[config.mk]
export PLATFORM = sky130hd
export DESIGN_NAME = ncpu32k_ifu_pq_flat
export DESIGN_NICKNAME = d
export VERILOG_FILES = /design/src/rtl/ncpu32k_ifu_pq_if.sv /design/src/rtl/ncpu32k_ifu_pq.sv /design/src/flat_wrapper.sv
export SDC_FILE = /design/constraint.sdc
export NUM_CORES = 1
export LEC_CHECK = 0
export CAP_MARGIN = 25
export CORE_MARGIN = 1
export CORE_UTILIZATION = 55
export CTS_BUF_LIST = sky130_fd_sc_hd__clkbuf_8
export DETAILED_ROUTE_END_ITERATION = 10
export HOLD_SLACK_MARGIN = 0.08
export MAX_ROUTING_LAYER = met4
export PLACE_DENSITY = 0.9
export SLEW_MARGIN = 20
export SYNTH_ARGS = -nofsm -noshare
export SYNTH_HDL_FRONTEND = slang
export SYNTH_SLANG_ARGS = --single-unit
[constraint.sdc]
create_clock -name clk -period 5.6 [get_ports clk]
set_input_delay 1.68 -clock clk [delete_from_list [all_inputs] [get_ports clk]]
set_output_delay 1.68 -clock clk [all_outputs]
set_load 0.05 [all_outputs]
[src/rtl/ncpu32k_ifu_pq_if.sv]
// Bundle between the prefetch fetch unit, its instruction bus, the predecoder and the IDU.
// Handshakes: a transfer happens on a rising edge where valid & ready are both high; valid
// never waits for ready, and ibus_cmd_addr stays put while valid & ~ready unless redirected.
interface ncpu32k_ifu_pq_if #(
  parameter int AW    = 32,
  parameter int IW    = 32,
  parameter int DEPTH = 4
);
  localparam int CW = $clog2(DEPTH) + 1;

  logic          ibus_cmd_valid;
  logic          ibus_cmd_ready;
  logic [AW-1:0] ibus_cmd_addr;
  logic          ibus_rsp_valid;
  logic          ibus_rsp_ready;
  logic [IW-1:0] ibus_rsp_insn;
  logic [IW-1:0] pdu_insn;
  logic          pdu_jmprel_taken;
  logic [AW-3:0] pdu_jmprel_offset;
  logic          pdu_jmprel_link;
  logic          pdu_op_jmprel;
  logic          ifu_jmpfar;
  logic [AW-3:0] ifu_jmpfar_addr;
  logic          idu_in_valid;
  logic          idu_in_ready;
  logic [IW-1:0] idu_insn;
  logic [AW-3:0] idu_insn_pc;
  logic          idu_jmprel_link;
  logic          idu_op_jmprel;
  logic [CW-1:0] dbg_outst;
  logic [CW-1:0] dbg_count;
  logic [CW-1:0] dbg_drop_cnt;

  modport master (
    output ibus_cmd_valid, ibus_cmd_addr, ibus_rsp_ready, pdu_insn,
           idu_in_valid, idu_insn, idu_insn_pc, idu_jmprel_link, idu_op_jmprel,
           dbg_outst, dbg_count, dbg_drop_cnt,
    input  ibus_cmd_ready, ibus_rsp_valid, ibus_rsp_insn,
           pdu_jmprel_taken, pdu_jmprel_offset, pdu_jmprel_link, pdu_op_jmprel,
           ifu_jmpfar, ifu_jmpfar_addr, idu_in_ready
  );

  modport slave (
    input  ibus_cmd_valid, ibus_cmd_addr, ibus_rsp_ready, pdu_insn,
           idu_in_valid, idu_insn, idu_insn_pc, idu_jmprel_link, idu_op_jmprel,
           dbg_outst, dbg_count, dbg_drop_cnt,
    output ibus_cmd_ready, ibus_rsp_valid, ibus_rsp_insn,
           pdu_jmprel_taken, pdu_jmprel_offset, pdu_jmprel_link, pdu_op_jmprel,
           ifu_jmpfar, ifu_jmpfar_addr, idu_in_ready
  );
endinterface

[src/rtl/ncpu32k_ifu_pq.sv]
// Prefetching instruction fetch unit: credit-limited in-order fetch, DEPTH-entry queue to the
// IDU, redirect on taken relative jumps and far jumps, wrong-path responses dropped by count.
module ncpu32k_ifu_pq #(
  parameter int            AW          = 32,
  parameter int            IW          = 32,
  parameter int            DEPTH       = 4,
  parameter logic [AW-1:0] ERST_VECTOR = '0
) (
  input logic               clk,
  input logic               rst_n,
  ncpu32k_ifu_pq_if.master  bus
);
  localparam int PW   = AW - 2;
  localparam int CW   = $clog2(DEPTH) + 1;
  localparam int PTRW = $clog2(DEPTH);
  localparam int EW   = IW + PW + 2;

  localparam logic [PW-1:0]   RST_PC  = ERST_VECTOR[AW-1:2];
  localparam logic [PW-1:0]   PC_ONE  = PW'(1);
  localparam logic [CW-1:0]   CNT_ONE = CW'(1);
  localparam logic [PTRW-1:0] PTR_ONE = PTRW'(1);
  localparam logic [CW:0]     DEPTH_X = (CW+1)'(DEPTH);

  logic [PW-1:0]   fetch_pc, rsp_pc, rel_target;
  logic [CW-1:0]   outst, drop_cnt, count;
  logic [PTRW-1:0] rd_ptr, wr_ptr;
  logic [EW-1:0]   mem [DEPTH];
  logic [EW-1:0]   head;

  logic rsp_fire, live, redir_rel, redirect, cmd_valid, issue, push, pop, head_valid;
  logic [CW-1:0] issue_w, fire_w, push_w, pop_w;

  assign rsp_fire   = bus.ibus_rsp_valid;
  assign live       = rsp_fire && (drop_cnt == '0);
  assign redir_rel  = live && bus.pdu_jmprel_taken && !bus.ifu_jmpfar;
  assign redirect   = bus.ifu_jmpfar || redir_rel;
  // Credits: every request in flight already owns a queue slot, so responses are never refused.
  assign cmd_valid  = !redirect && (({1'b0, outst} + {1'b0, count}) < DEPTH_X);
  assign issue      = cmd_valid && bus.ibus_cmd_ready;
  assign push       = live && !bus.ifu_jmpfar;
  assign head_valid = (count != '0);
  assign pop        = head_valid && bus.idu_in_ready;
  assign rel_target = rsp_pc + bus.pdu_jmprel_offset;

  assign issue_w = {{(CW-1){1'b0}}, issue};
  assign fire_w  = {{(CW-1){1'b0}}, rsp_fire};
  assign push_w  = {{(CW-1){1'b0}}, push};
  assign pop_w   = {{(CW-1){1'b0}}, pop};

  always_ff @(posedge clk) begin
    if (!rst_n) begin
      fetch_pc <= RST_PC;
      rsp_pc   <= RST_PC;
      outst    <= '0;
      drop_cnt <= '0;
      count    <= '0;
      rd_ptr   <= '0;
      wr_ptr   <= '0;
    end else begin
      outst <= outst + issue_w - fire_w;
      if (bus.ifu_jmpfar) begin
        fetch_pc <= bus.ifu_jmpfar_addr;
        rsp_pc   <= bus.ifu_jmpfar_addr;
        drop_cnt <= outst - fire_w;
        count    <= '0;
        rd_ptr   <= '0;
        wr_ptr   <= '0;
      end else begin
        if (issue) fetch_pc <= fetch_pc + PC_ONE;
        if (rsp_fire && !live) drop_cnt <= drop_cnt - CNT_ONE;
        if (push) begin
          wr_ptr <= wr_ptr + PTR_ONE;
          if (redir_rel) begin
            // Everything still in flight besides this response is on the wrong path.
            fetch_pc <= rel_target;
            rsp_pc   <= rel_target;
            drop_cnt <= outst - CNT_ONE;
          end else begin
            rsp_pc <= rsp_pc + PC_ONE;
          end
        end
        if (pop) rd_ptr <= rd_ptr + PTR_ONE;
        count <= count + push_w - pop_w;
      end
    end
  end

  always_ff @(posedge clk) begin
    if (push) mem[wr_ptr] <= {bus.ibus_rsp_insn, rsp_pc, bus.pdu_jmprel_link, bus.pdu_op_jmprel};
  end

  assign head = mem[rd_ptr];

  assign bus.ibus_cmd_valid  = cmd_valid;
  assign bus.ibus_cmd_addr   = {fetch_pc, 2'b00};
  assign bus.ibus_rsp_ready  = 1'b1;
  assign bus.pdu_insn        = bus.ibus_rsp_insn;
  assign bus.idu_in_valid    = head_valid;
  assign bus.idu_insn        = head_valid ? head[EW-1 -: IW] : '0;
  assign bus.idu_insn_pc     = head_valid ? head[PW+1 -: PW] : '0;
  assign bus.idu_jmprel_link = head_valid && head[1];
  assign bus.idu_op_jmprel   = head_valid && head[0];
  assign bus.dbg_outst       = outst;
  assign bus.dbg_count       = count;
  assign bus.dbg_drop_cnt    = drop_cnt;
endmodule

[src/flat_wrapper.sv]
// flat-port wrapper written by rule: the top's interface ports become plain ports
module ncpu32k_ifu_pq_flat 
#(
  parameter int            AW          = 32,
  parameter int            IW          = 32,
  parameter int            DEPTH       = 4,
  parameter logic [AW-1:0] ERST_VECTOR = '0
)
  (clk, rst_n, bus_ibus_cmd_valid, bus_ibus_cmd_addr, bus_ibus_rsp_ready, bus_pdu_insn, bus_idu_in_valid, bus_idu_insn, bus_idu_insn_pc, bus_idu_jmprel_link, bus_idu_op_jmprel, bus_dbg_outst, bus_dbg_count, bus_dbg_drop_cnt, bus_ibus_cmd_ready, bus_ibus_rsp_valid, bus_ibus_rsp_insn, bus_pdu_jmprel_taken, bus_pdu_jmprel_offset, bus_pdu_jmprel_link, bus_pdu_op_jmprel, bus_ifu_jmpfar, bus_ifu_jmpfar_addr, bus_idu_in_ready);
  ncpu32k_ifu_pq_if #(.AW(AW), .IW(IW), .DEPTH(DEPTH)) bus_i ();
  input logic clk;
  input logic rst_n;
  output wire logic [$bits(bus_i.ibus_cmd_valid)-1:0] bus_ibus_cmd_valid;
  output wire logic [$bits(bus_i.ibus_cmd_addr)-1:0] bus_ibus_cmd_addr;
  output wire logic [$bits(bus_i.ibus_rsp_ready)-1:0] bus_ibus_rsp_ready;
  output wire logic [$bits(bus_i.pdu_insn)-1:0] bus_pdu_insn;
  output wire logic [$bits(bus_i.idu_in_valid)-1:0] bus_idu_in_valid;
  output wire logic [$bits(bus_i.idu_insn)-1:0] bus_idu_insn;
  output wire logic [$bits(bus_i.idu_insn_pc)-1:0] bus_idu_insn_pc;
  output wire logic [$bits(bus_i.idu_jmprel_link)-1:0] bus_idu_jmprel_link;
  output wire logic [$bits(bus_i.idu_op_jmprel)-1:0] bus_idu_op_jmprel;
  output wire logic [$bits(bus_i.dbg_outst)-1:0] bus_dbg_outst;
  output wire logic [$bits(bus_i.dbg_count)-1:0] bus_dbg_count;
  output wire logic [$bits(bus_i.dbg_drop_cnt)-1:0] bus_dbg_drop_cnt;
  input wire logic [$bits(bus_i.ibus_cmd_ready)-1:0] bus_ibus_cmd_ready;
  input wire logic [$bits(bus_i.ibus_rsp_valid)-1:0] bus_ibus_rsp_valid;
  input wire logic [$bits(bus_i.ibus_rsp_insn)-1:0] bus_ibus_rsp_insn;
  input wire logic [$bits(bus_i.pdu_jmprel_taken)-1:0] bus_pdu_jmprel_taken;
  input wire logic [$bits(bus_i.pdu_jmprel_offset)-1:0] bus_pdu_jmprel_offset;
  input wire logic [$bits(bus_i.pdu_jmprel_link)-1:0] bus_pdu_jmprel_link;
  input wire logic [$bits(bus_i.pdu_op_jmprel)-1:0] bus_pdu_op_jmprel;
  input wire logic [$bits(bus_i.ifu_jmpfar)-1:0] bus_ifu_jmpfar;
  input wire logic [$bits(bus_i.ifu_jmpfar_addr)-1:0] bus_ifu_jmpfar_addr;
  input wire logic [$bits(bus_i.idu_in_ready)-1:0] bus_idu_in_ready;
  assign bus_ibus_cmd_valid = bus_i.ibus_cmd_valid;
  assign bus_ibus_cmd_addr = bus_i.ibus_cmd_addr;
  assign bus_ibus_rsp_ready = bus_i.ibus_rsp_ready;
  assign bus_pdu_insn = bus_i.pdu_insn;
  assign bus_idu_in_valid = bus_i.idu_in_valid;
  assign bus_idu_insn = bus_i.idu_insn;
  assign bus_idu_insn_pc = bus_i.idu_insn_pc;
  assign bus_idu_jmprel_link = bus_i.idu_jmprel_link;
  assign bus_idu_op_jmprel = bus_i.idu_op_jmprel;
  assign bus_dbg_outst = bus_i.dbg_outst;
  assign bus_dbg_count = bus_i.dbg_count;
  assign bus_dbg_drop_cnt = bus_i.dbg_drop_cnt;
  assign bus_i.ibus_cmd_ready = bus_ibus_cmd_ready;
  assign bus_i.ibus_rsp_valid = bus_ibus_rsp_valid;
  assign bus_i.ibus_rsp_insn = bus_ibus_rsp_insn;
  assign bus_i.pdu_jmprel_taken = bus_pdu_jmprel_taken;
  assign bus_i.pdu_jmprel_offset = bus_pdu_jmprel_offset;
  assign bus_i.pdu_jmprel_link = bus_pdu_jmprel_link;
  assign bus_i.pdu_op_jmprel = bus_pdu_op_jmprel;
  assign bus_i.ifu_jmpfar = bus_ifu_jmpfar;
  assign bus_i.ifu_jmpfar_addr = bus_ifu_jmpfar_addr;
  assign bus_i.idu_in_ready = bus_idu_in_ready;
  ncpu32k_ifu_pq #(.AW(AW), .IW(IW), .DEPTH(DEPTH), .ERST_VECTOR(ERST_VECTOR)) u_core (.clk(clk), .rst_n(rst_n), .bus(bus_i));
endmodule
Yosys cells after proc, flatten, opt, wreduce, memory -nomap -nowiden
Memories as Yosys holds them, arrays and structs flattened. A register that Yosys moved wholly into a read port is not among the register bits.
Index checks and enable logic that the tools add are counted.
{"block": "totals", "elab_cells": 58, "regBits": 73, "output_inout_bits": 140, "ram_bits": 256, "in_bits": 101, "memories": 1}
{"block": "op_classes", "muxes": 17, "magnitude_cmp": 1, "addsub": 13, "bitwise": 1, "n_reduce_logical": 18}
{"name": "u_core.mem", "words": 4, "width": 64, "rd": 1, "rd_clocked_by_memory_dff": 1, "write_ports": 1, "line": "ncpu32k_ifu_pq.sv:27", "source": "logic [EW-1:0] mem [DEPTH];"}
{"op": "$mux W30", "n": 8}
{"op": "$add A30 B1 Y30 const B", "n": 2}
{"op": "$mux W32", "n": 1}
{"op": "$add A30 B30 Y30", "n": 1}
{"op": "$mux W3", "n": 4}
{"op": "$logic_and A1 B1 Y1", "n": 10}
{"op": "$sub A3 B1 Y3", "n": 3}
{"op": "$add A3 B1 Y3", "n": 2}
{"op": "$sub A3 B1 Y3 const B", "n": 2}
{"op": "$add A2 B1 Y2 const B", "n": 2}
{"op": "$add A3 B3 Y4", "n": 1}
{"op": "$lt A4 B3 Y1 const B", "n": 1}
{"op": "$mux W2", "n": 2}
{"op": "$logic_not A1 Y1", "n": 3}
{"op": "$logic_not A3 Y1", "n": 1}
{"op": "$reduce_bool A3 Y1", "n": 1}
{"op": "$mux W1", "n": 2}
{"op": "$reduce_bool A2 Y1", "n": 1}
{"op": "$reduce_or A2 Y1", "n": 1}
{"op": "$logic_or A1 B1 Y1", "n": 1}
{"op": "$not A1 Y1", "n": 1}

Longest topological paths before layout
Gate-level depths: netlist of run 1.
{"block": "logic_depth", "word_depth": 12, "ltp_mapped": 12, "depth_no_buf": 11}

Worst setup path after synthesis of run 1
No wires, ideal clock.
{"block": "synth_path", "kind": "input-to-output", "start": "in bus_ibus_rsp_valid", "end": "out bus_ibus_cmd_valid", "required_ns": 3.920, "path_stages": 6, "path_slack_ns": 0.785, "path_buffers": 3, "arrival_time_ns": 3.135, "path_cell_list": "and3b_1 -> clkbuf_1 -> a21oi_4 -> buf_2 -> buf_1 -> and2_1"}
{"block": "synth_via", "elab_chain_cells": 6}
{"item": "start, declared", "line": "flat_wrapper.sv:26", "source": "input wire logic [$bits(bus_i.ibus_rsp_valid)-1:0] bus_ibus_rsp_valid;"}
{"item": "$logic_and A1 B1 Y1", "line": "ncpu32k_ifu_pq.sv:34", "source": "assign live = rsp_fire && (drop_cnt == '0);"}
{"item": "$logic_and A1 B1 Y1 (2 in a row)", "line": "ncpu32k_ifu_pq.sv:35", "source": "assign redir_rel = live && bus.pdu_jmprel_taken && !bus.ifu_jmpfar;"}
{"item": "$logic_or A1 B1 Y1", "line": "ncpu32k_ifu_pq.sv:36", "source": "assign redirect = bus.ifu_jmpfar || redir_rel;"}
{"item": "$logic_not A1 Y1", "line": "ncpu32k_ifu_pq.sv:38", "source": "assign cmd_valid = !redirect && (({1'b0, outst} + {1'b0, count}) < DEPTH_X);"}
{"item": "$logic_and A1 B1 Y1", "line": "ncpu32k_ifu_pq.sv:38"}
{"item": "end, declared", "line": "flat_wrapper.sv:13", "source": "output wire logic [$bits(bus_i.ibus_cmd_valid)-1:0] bus_ibus_cmd_valid;"}
Every way passes these cells.

==> results of run 1 <==
-- report_power, final --
part	internal [mW]	switching [mW]
registers	2.77	0.125
clock network	1.09	0.914
logic	0.538	0.886
total	4.40	1.92
-- state kept, by name (all words and copies together), names as in the netlist, named ones only --
name                     flops
u_core.rd_ptr                2
u_core.bus.dbg_drop_cnt      3
u_core.mem                 256
u_core.rsp_pc               30
u_core.bus.dbg_outst         3
u_core.bus.dbg_count         3
u_core.wr_ptr                2
u_core.fetch_pc             30
-- worst reg2reg max path: stages (launching register included) --
cell      delay (ns)
dfxtp_1         0.44
ha_1            0.30
fa_1            0.44
a211oi_1        0.30
nor2_1          0.14
or3_1           0.38
a41o_1          0.31
a41oi_1         0.40
o21ai_1         0.15
xnor2_1         0.26
o221ai_1        0.15
-- logic make-up after synthesis --
| family | Yosys count | share of synthesized area [%] |
|---|---|---|
| simple gates | 369 | 11.5 |
| buf+inv | 129 | 3.89 |
| flops | 331 | 57.0 |
| other cells | 2 | 0.0466 |
| compound gates | 275 | 10.9 |
| xor+xnor | 67 | 3.64 |
| mux | 67 | 9.12 |
| fa+ha+maj | 49 | 3.94 |
-- layer usage --
metal / global-route usage [%] / vias up / share of wire, %
met4: 9.48 / 0 / 3.2
met2: 43.6 / 627 / 48
met3: 3.86 / 110 / 7.6
met1: 36.4 / 5598 / 41
li1: - / 5292 / -
met5: - / - / 0
-- layout by cell type (no fill, tap or decap), types with 38 or more instances in the layout --
master           count
a21oi_1             91
and2_1              71
clkbuf_8            55
clkdlybuf4s50_1    235
dfxtp_1             73
edfxtp_1           256
ha_1                46
inv_1               49
mux4_2              64
nand2_1            108
nand3_1             40
nor2_1              68
xnor2_1             38
-- cell type report --
type	count	area, um^2
fill	1992	9000
tap	384	480
clock inverter	37	265
sequential	331	9190
inverter	33	124
clock buffer	55	757
multi-input combinational	830	6320
timing repair buffer	262	2640
-- worst max path at each step --
stage	end	slack, ns	depth (start not counted)
floorplan	bus_ibus_cmd_valid	0.79	6
global placement	u_core.rsp_pc[22]	0.72	11
global route	bus_idu_insn[19]	0.48	4
finish	bus_idu_insn[17]	0.68	4
detailed placement	u_core.rsp_pc[22]	0.56	11
CTS	bus_idu_insn[17]	0.56	4
==> results.md, run 1 <==
* Number of global-route vias before repair at 11522
* Post-Syn Instances at 1289
* Final core occ at a little under 70%
* Clk buf depth at 3
* DIE AREA at between 0.03 and 0.04 mm^2
* CTS Hold Buffers Added at 0
* Critical path fanouts, max at 34
* Layout net count at 1659
* Layout Cells excl Fill at just under 2000
* Global-route usage over all layers at a little over a quarter
* PortBufs at between 200 and 250
* Pwr dens at between 300 and 400 mW/mm^2
* Critical Path RT at around 4 ns
* TritonCTS clock tree: built
* Hold path cells at 2
* Syn_area_per_cell at ~13 um^2
* Slowest stage delay, CP at ~0.8 ns
* DRC at 0
* CORE AREA at ~0.029 mm^2
* Setup bufs post-CTS at 0
* Initial antenna violation count at 0
* Synth Register Bits at 331
* Std-Cell Rows at just over 60
* Reg2reg path depth at 10
* Worst setup EP type: output pin
* Resized cells post-CTS at 0
* Dpl cell area at ~0.019 mm^2
* ANT cells at 0
* Pin count of the biggest net entering global routing at 65
* RePlAce Congestion at roughly 0.97
* CP Buf/Inv Count at 2
* Initial drt markers at 1176
* Ys flop type: edfxtp_1
* RSZ-0062 raised after global routing: no
* Synth area leaders: edfxtp_1, dfxtp_1, mux4_2
* Layout cells sized above 1 at between 10% and 20%
* EDFF count, synth at 256
* Vias at ~12000
* Post-synth top cells: edfxtp_1, nand2_1, a21oi_1
* Die W at roughly 170 um
* Share of synthesized registers carrying an async set or reset at 0%
* WL per Instance at about 21 um
* Initial DRT Pass Iterations at 7
* Post-DRT Antenna Nets at 0
* Final hold vios at 0
* Pleak at about 7 nW
* CP cell instances: buf_4 -> mux4_2 -> and2_1 -> clkdlybuf4s50_1
* Ports at about 240
* Clock sink total at around 330
* CTS clk-pin slew, worst paths at about 0.060 ns
* Routed WL at about 40000 um
* Die height at between 150 and 200 um
* PnR Total Power at ~6.3 mW
* Most frequent cell after synthesis: edfxtp_1
* WHS at between 0.5 and 0.6 ns
* Gr ovfl total at 0
* RR Startpoint: u_core.rsp_pc[0]
* CTS buffer count at around 50
* Synth area leader: edfxtp_1
* Slowest-stage cell, CP: dfxtp_4
* Cell area after synthesis at ~0.016 mm^2
* Slew @ Worst Pin at 0.751 ns
* Hold Path Sink: u_core.wr_ptr[1]
* Clock skew at 0.0220 ns
* Post-DP HPWL at between 20000 and 30000 um
* Final Max Tran Viols at 0
* Max Cap Violations at 0
* Sequential area share after synthesis at a little under three fifths
* Syn-to-layout area delta at 22.7%
* Hold WC Path Type: flip-flop to flip-flop
* Fin crit share at 87.9%
* H-tree levels at 2
* Setup violators final at 0
* Yosys cell types at 72
* Crit path kind: flip-flop to output pin
* Setup tns final at 0 ns
* Pre-CTS WS at ~0.56 ns
* Setup slack, reg-to-reg at ~2.2 ns
* Worst setup margin at 0.677 ns
* Via-to-Cell Ratio at 6.02
* Worst Setup Start Kind: flip-flop
* Design Area, Final at 0.0198 mm^2
* Min cycle time layout at about 4.9 ns
* Starting density of the core at 56.0%
* VDD IR max at ~0.00031 V
* Cell family with most CP delay: buffers and inverters
* Root buf cell: clkbuf_8
* Synth Warn # at 0
* First-pass GRT wire length at approximately 62000 um
* Area share of the largest cell type after synthesis at 47.7%
* F_max at between 0.2 and 0.25 GHz
* Worst skew pair latency at ~0.58 ns
* Min-delay src: u_core.wr_ptr[1]
* Status: finished, final reports clean
* CP Data Arrival Time at between 3 and 4 ns
* Slew headroom at about half
* RR Endpoint: u_core.rsp_pc[22]
* DP Cell Count at ~1800
(Power assumes the default switching activity.)
==> inputs of run 2 (changes only) <==
Settings changed: CORE_MARGIN 1 to not set, SLEW_MARGIN 20 to 5.
==> run 2 against run 1 <==
Clock power about the same. Critical endpoint unchanged. Via count down 0.15%. Sequential share of layout area unchanged. Clock-buffer cell count unchanged. Worst setup slack worse by 0.0047 ns. First-iteration DRC count up 0.85%. Non-clock buffer count unchanged. Cell count unchanged. Hold slack about the same. Clock skew about the same. Largest power group unchanged. Maximum frequency about the same. Critical path type unchanged.
==> results.md, run 2 (synthesized netlist as in run 1, its figures left out) <==
* First-pass GRT wire length at 62400 um (unchanged)
* Gr ovfl total at 0 (unchanged)
* Clk buf depth at 3 (unchanged)
* RePlAce Congestion at 0.967 (unchanged)
* DIE AREA at 0.0300 mm^2 (unchanged)
* Die W at 173 um (unchanged)
* ANT cells at 0 (unchanged)
* Pwr dens at 319 mW/mm^2 (was 320 mW/mm^2)
* Slew headroom at 50.1% (was 49.8%)
* F_max at 0.203 GHz (about the same)
* Worst Setup Start Kind: flip-flop (unchanged)
* Slew @ Worst Pin at 0.748 ns (was 0.751 ns)
* Std-Cell Rows at 62 (unchanged)
* Initial drt markers at 1186 (was 1176)
* PortBufs at 237 (unchanged)
* Post-DP HPWL at 26900 um (unchanged)
* Layout Cells excl Fill at 1932 (unchanged)
* Initial DRT Pass Iterations at 6 (was 7)
* Global-route usage over all layers at 27.4% (unchanged)
* Pin count of the biggest net entering global routing at 65 (unchanged)
* Routed WL at 39600 um (was 39700 um)
* Number of global-route vias before repair at 11522 (unchanged)
* Final hold vios at 0 (unchanged)
* Biggest register: u_core.mem (unchanged)
* CTS buffer count at 51 (unchanged)
* Root buf cell: clkbuf_8 (unchanged)
* Fin crit share at 88.0% (was 87.9%)
* WL per Instance at 20.5 um (about the same)
* Worst setup EP type: output pin (unchanged)
* Hold WC Path Type: flip-flop to flip-flop (unchanged)
* Commonest non-fill, non-tap cell in the layout: edfxtp_1 (unchanged)
* Final core occ at 68.7% (unchanged)
* Setup tns final at 0 ns (unchanged)
* Via-to-Cell Ratio at 6.01 (was 6.02)
* Min-delay src: u_core.wr_ptr[1] (unchanged)
* Pleak at 6.89 nW (unchanged)
* Die height at 173 um (unchanged)
* CTS clk-pin slew, worst paths at 0.06 ns (about the same)
* DRC at 0 (unchanged)
* RR Startpoint: u_core.rsp_pc[0] (unchanged)
* WHS at 0.505 ns (about the same)
* Min cycle time layout at 4.93 ns (was 4.92 ns)
* CTS Hold Buffers Added at 0 (unchanged)
* Top Registers: u_core.mem: 256 flops, u_core.fetch_pc: 30 flops, u_core.rsp_pc: 30 flops (unchanged)
* Setup bufs post-CTS at 0 (unchanged)
* Syn-to-layout area delta at 22.7% (unchanged)
* Clock sink total at 331 (unchanged)
* PnR Total Power at 6.32 mW (about the same)
* Max FFs per register at 256 (unchanged)
* Clock skew at 0.0222 ns (was 0.0220 ns)
* Most frequent cells in the layout: edfxtp_1, clkdlybuf4s50_1, nand2_1 (unchanged)
* Final Max Tran Viols at 0 (unchanged)
* Setup violators final at 0 (unchanged)
* TritonCTS clock tree: built (unchanged)
* Starting density of the core at 56.0% (unchanged)
* VDD IR max at 0.000313 V (about the same)
* Crit path kind: flip-flop to output pin (unchanged)
* Max Cap Violations at 0 (unchanged)
* Vias at 11609 (was 11627)
* Initial antenna violation count at 0 (unchanged)
* CORE AREA at 0.0288 mm^2 (unchanged)
* Status: finished, final reports clean (unchanged)
* CP Data Arrival Time at 3.25 ns (was 3.24 ns)
* Critical path fanouts, max at 34 (unchanged)
* Layout cells sized above 1 at 11.8% (unchanged)
* Worst skew pair latency at 0.58 ns (about the same)
* Post-DRT Antenna Nets at 0 (unchanged)
* Ports at 241 (unchanged)
* RSZ-0062 raised after global routing: no (unchanged)
* Layout net count at 1659 (unchanged)
* Critical Path RT at 3.92 ns (about the same)
* DP Cell Count at 1839 (unchanged)
* Resized cells post-CTS at 0 (unchanged)
* H-tree levels at 2 (unchanged)
[run 2: worst max-delay path, stage by stage (launching register included)]
cell and delay (ns):
dfxtp_4 0.81, buf_4 0.41, mux4_2 0.56, and2_1 0.17, clkdlybuf4s50_1 0.69
[run 2: final cells by class]
class	count	area [um^2]
tap	384	480
sequential	331	9190
multi-input combinational	830	6320
clock buffer	55	757
fill	1992	9000
timing repair buffer	262	2640
inverter	33	124
clock inverter	37	265
[run 2: metal layers]
metal	wire [um]	GRT usage, %	up-vias
met2	19000	43.6	579
li1	-	-	5288
met1	16500	36.4	5635
met4	1250	9.48	0
met5	0	-	-
met3	2870	3.86	107
[run 2: path summary, 6_finish.rpt]
| path | endpoint | slack [ns] | cells past startpoint |
|---|---|---|---|
| worst min register to register | u_core.wr_ptr[1] | 0.50 | 2 |
| worst max register to register | u_core.rsp_pc[22] | 2.16 | 10 |
| worst min-delay path | u_core.wr_ptr[1] | 0.50 | 2 |
| worst max-delay path | bus_idu_insn[17] | 0.67 | 4 |
[run 2: per-stage QoR]
stage / instance area [um^2] / setup slack (ns)
2_1_floorplan: 16100 / 0.785
3_3_place_gp: 18800 / 0.724
3_5_place_dp: 18800 / 0.564
4_1_cts: 19800 / 0.561
5_1_grt: 19800 / 0.479
6_report: 19800 / 0.672
[run 2: power by group]
group          switching [mW]  leakage [nW]  internal, mW
Combinational           0.885          3.35         0.538
Clock                   0.914         0.592          1.09
Sequential              0.125          2.95          2.77
Total                    1.92          6.89          4.40
==> inputs of run 3 (changes only) <==
Settings changed: PLACE_DENSITY 0.9 to 0.81, RECOVER_POWER set to 50.
==> run 3 against run 2 <==
The run now ends with capacitance limit, slew limit left. Clock-buffer cell count fell by 4. Critical path depth rose by 3. Core utilization fell by 0.31 points. Wire length fell by 2.7%. Cell area fell by 0.46%. Non-clock buffer count rose by 2. Clock skew rose by 0.011 ns. Cell count fell by 0.36%. Sequential power barely moved. Critical endpoint is now u_core.mem[3][23].
==> results.md, run 3 (synthesized netlist as in run 1, its figures left out) <==
* Status: finished with violations (was finished, final reports clean)
* Violated checks: capacitance limit, slew limit
* F_max at 0.195 GHz (was 0.203 GHz)
* Worst Setup Start Kind: input pin (was flip-flop)
* Ports at 241 (unchanged)
* Setup tns final at 0 ns (unchanged)
* Pleak at 6.92 nW (was 6.89 nW)
* Min cycle time layout at 5.12 ns (was 4.93 ns)
* Sw power at 1.88 mW (was 1.92 mW)
* VDD IR max at 0.000217 V (was 0.000313 V)
* Hold WC Path Type: flip-flop to flip-flop (unchanged)
* Clock skew at 0.0331 ns (was 0.0222 ns)
* Global-route usage over all layers at 26.6% (was 27.4%)
* Max Cap Violations at 6 (was 0)
* Design Area, Final at 0.0197 mm^2 (was 0.0198 mm^2)
* Setup bufs post-CTS at 0 (unchanged)
* CTS Hold Buffers Added at 0 (unchanged)
* Layout cells sized above 1 at 10.9% (was 11.8%)
* Biggest register: u_core.mem (unchanged)
* Clk pwr share at 29.9% (was 31.7%)
* Pint at 4.22 mW (was 4.40 mW)
* Resized cells post-CTS at 0 (unchanged)
* Die height at 173 um (unchanged)
* Layout net count at 1661 (was 1659)
* Critical Path RT at 5.84 ns (was 3.92 ns)
* Root buf cell: clkbuf_8 (unchanged)
* Final hold vios at 0 (unchanged)
* Via-to-Cell Ratio at 6.00 (was 6.01)
* Register Area at 0.00919 mm^2 (unchanged)
* CORE AREA at 0.0288 mm^2 (unchanged)
* Slowest-stage cell, CP: and2_0 (was dfxtp_4)
* Fill count at 2022 (was 1992)
* Final Max Tran Viols at 146 (was 0)
* RePlAce Congestion at 1.00 (was 0.967)
* Part of the power in registers at 47.3% (was 45.8%)
* Comb pwr share at 22.8% (was 22.5%)
* Slowest stage delay, CP at 1.33 ns (was 0.81 ns)
* Routed WL at 38500 um (was 39600 um)
* Max FFs per register at 256 (unchanged)
* CP Data Arrival Time at 5.36 ns (was 3.25 ns)
* Multi-input gate area at 0.00632 mm^2 (about the same)
* PortBufs at 237 (unchanged)
* Critical path fanouts, max at 24 (was 34)
* First-pass GRT wire length at 60900 um (was 62400 um)
* Crit path kind: input pin to flip-flop (was flip-flop to output pin)
* ANT cells at 0 (unchanged)
* DRC at 0 (unchanged)
* Std-Cell Rows at 62 (unchanged)
* Switching fraction of total power at 30.9% (was 30.5%)
* Fin crit share at 91.4% (was 88.0%)
* Most frequent cells in the layout: edfxtp_1, clkdlybuf4s50_1, nand2_1 (unchanged)
* CP cell instances: clkdlybuf4s50_1 -> and3b_1 -> clkbuf_1 -> nand2_1 -> inv_1 -> and2_0 -> buf_12 (was buf_4 -> mux4_2 -> and2_1 -> clkdlybuf4s50_1)
* RSZ-0062 raised after global routing: no (unchanged)
* Vias at 11558 (was 11609)
* Initial drt markers at 1169 (was 1186)
* Post-DRT Antenna Nets at 0 (unchanged)
* TritonCTS clock tree: built (unchanged)
* Gr ovfl total at 0 (unchanged)
* Commonest non-fill, non-tap cell in the layout: edfxtp_1 (unchanged)
* Clk buf depth at 3 (unchanged)
* Worst skew pair latency at 0.58 ns (about the same)
* Pwr dens at 310 mW/mm^2 (was 319 mW/mm^2)
* Slew headroom at -41.1% (was 50.1%)
* Dpl cell area at 0.0188 mm^2 (about the same)
* Worst setup EP type: flip-flop (was output pin)
* H-tree levels at 2 (unchanged)
* Post-DP HPWL at 26700 um (was 26900 um)
* Setup violators final at 0 (unchanged)
* Top Registers: u_core.mem: 256 flops, u_core.fetch_pc: 30 flops, u_core.rsp_pc: 30 flops (unchanged)
* Syn-to-layout area delta at 22.1% (was 22.7%)
* CTS buffer count at 51 (unchanged)
* Initial antenna violation count at 0 (unchanged)
* Starting density of the core at 56.0% (unchanged)
* Pin count of the biggest net entering global routing at 54 (was 65)
* WL per Instance at 20.0 um (was 20.5 um)
* Die W at 173 um (unchanged)
* Number of global-route vias before repair at 11178 (was 11522)
* CTS clk-pin slew, worst paths at 0.06 ns (about the same)
* Initial DRT Pass Iterations at 6 (unchanged)
* DIE AREA at 0.0300 mm^2 (unchanged)
* Slew @ Worst Pin at 2.12 ns (was 0.748 ns)
* Clock sink total at 331 (unchanged)
## run 3: cell count changes in the layout (fill, tap and decap cells not counted), sizes merged, moves of 2 or more
cell           change
bufinv             -2
clkdlybuf4s50     -73
dlygate4sd3       +73
inv                -2
## run 3: stage by stage
step | worst slack, ns | hold slack (ns) | std cells | total power, mW | util (%)
2_1_floorplan | 0.785 | 0.466 | 1290 | 3.85 | -
3_3_place_gp | 0.744 | 0.478 | 1842 | 4.31 | 65.4
3_5_place_dp | 0.735 | 0.499 | 1842 | 4.34 | 65.4
4_1_cts | 0.726 | 0.507 | 1925 | 6.15 | 68.5
5_1_grt | 0.329 | 0.544 | 1925 | 6.35 | 68.4
6_report | 0.483 | 0.504 | 1925 | 6.11 | 68.4
## run 3: final cells by class
cell class | count | share of cell area, %
sequential | 331 | 46.7
multi-input combinational | 830 | 32.1
timing repair buffer | 264 | 13.6
clock buffer | 51 | 3.56
tap | 384 | 2.44
clock inverter | 32 | 0.991
inverter | 33 | 0.629
## run 3: power groups by stage
stage | combinational [mW] | clock [mW] | sequential, mW
after global placement | 1.39 | 0 | 2.93
after detailed placement | 1.40 | 0 | 2.94
final | 1.39 | 1.83 | 2.89
after CTS | 1.41 | 1.86 | 2.89
after global routing | 1.49 | 1.96 | 2.90
after floorplan | 0.852 | 0 | 3.00
## run 3: per-layer routing
| layer | track usage [%] | wire length, um | vias up |
|---|---|---|---|
| li1 | - | - | 5308 |
| met1 | 37.6 | 16600 | 5571 |
| met2 | 40.8 | 17900 | 605 |
| met3 | 3.51 | 3150 | 74 |
| met4 | 7.67 | 913 | 0 |
| met5 | - | 0 | - |
## run 3: path summary, 6_finish.rpt
| path | start | endpoint | slack (ns) | cells after the start |
|---|---|---|---|---|
| worst max register to register | u_core.bus.dbg_drop_cnt[0] | u_core.mem[3][23] | 1.57 | 8 |
| worst min register to register | u_core.wr_ptr[1] | u_core.wr_ptr[1] | 0.50 | 2 |
| worst min-delay path | u_core.wr_ptr[1] | u_core.wr_ptr[1] | 0.50 | 2 |
| worst max-delay path | bus_ibus_rsp_valid | u_core.mem[3][23] | 0.48 | 7 |
## run 3: critical path: cells and delay by family
family	cells	cell delay, ns
buffers and inverters	4	1.79
and+or+nand+nor	3	1.85
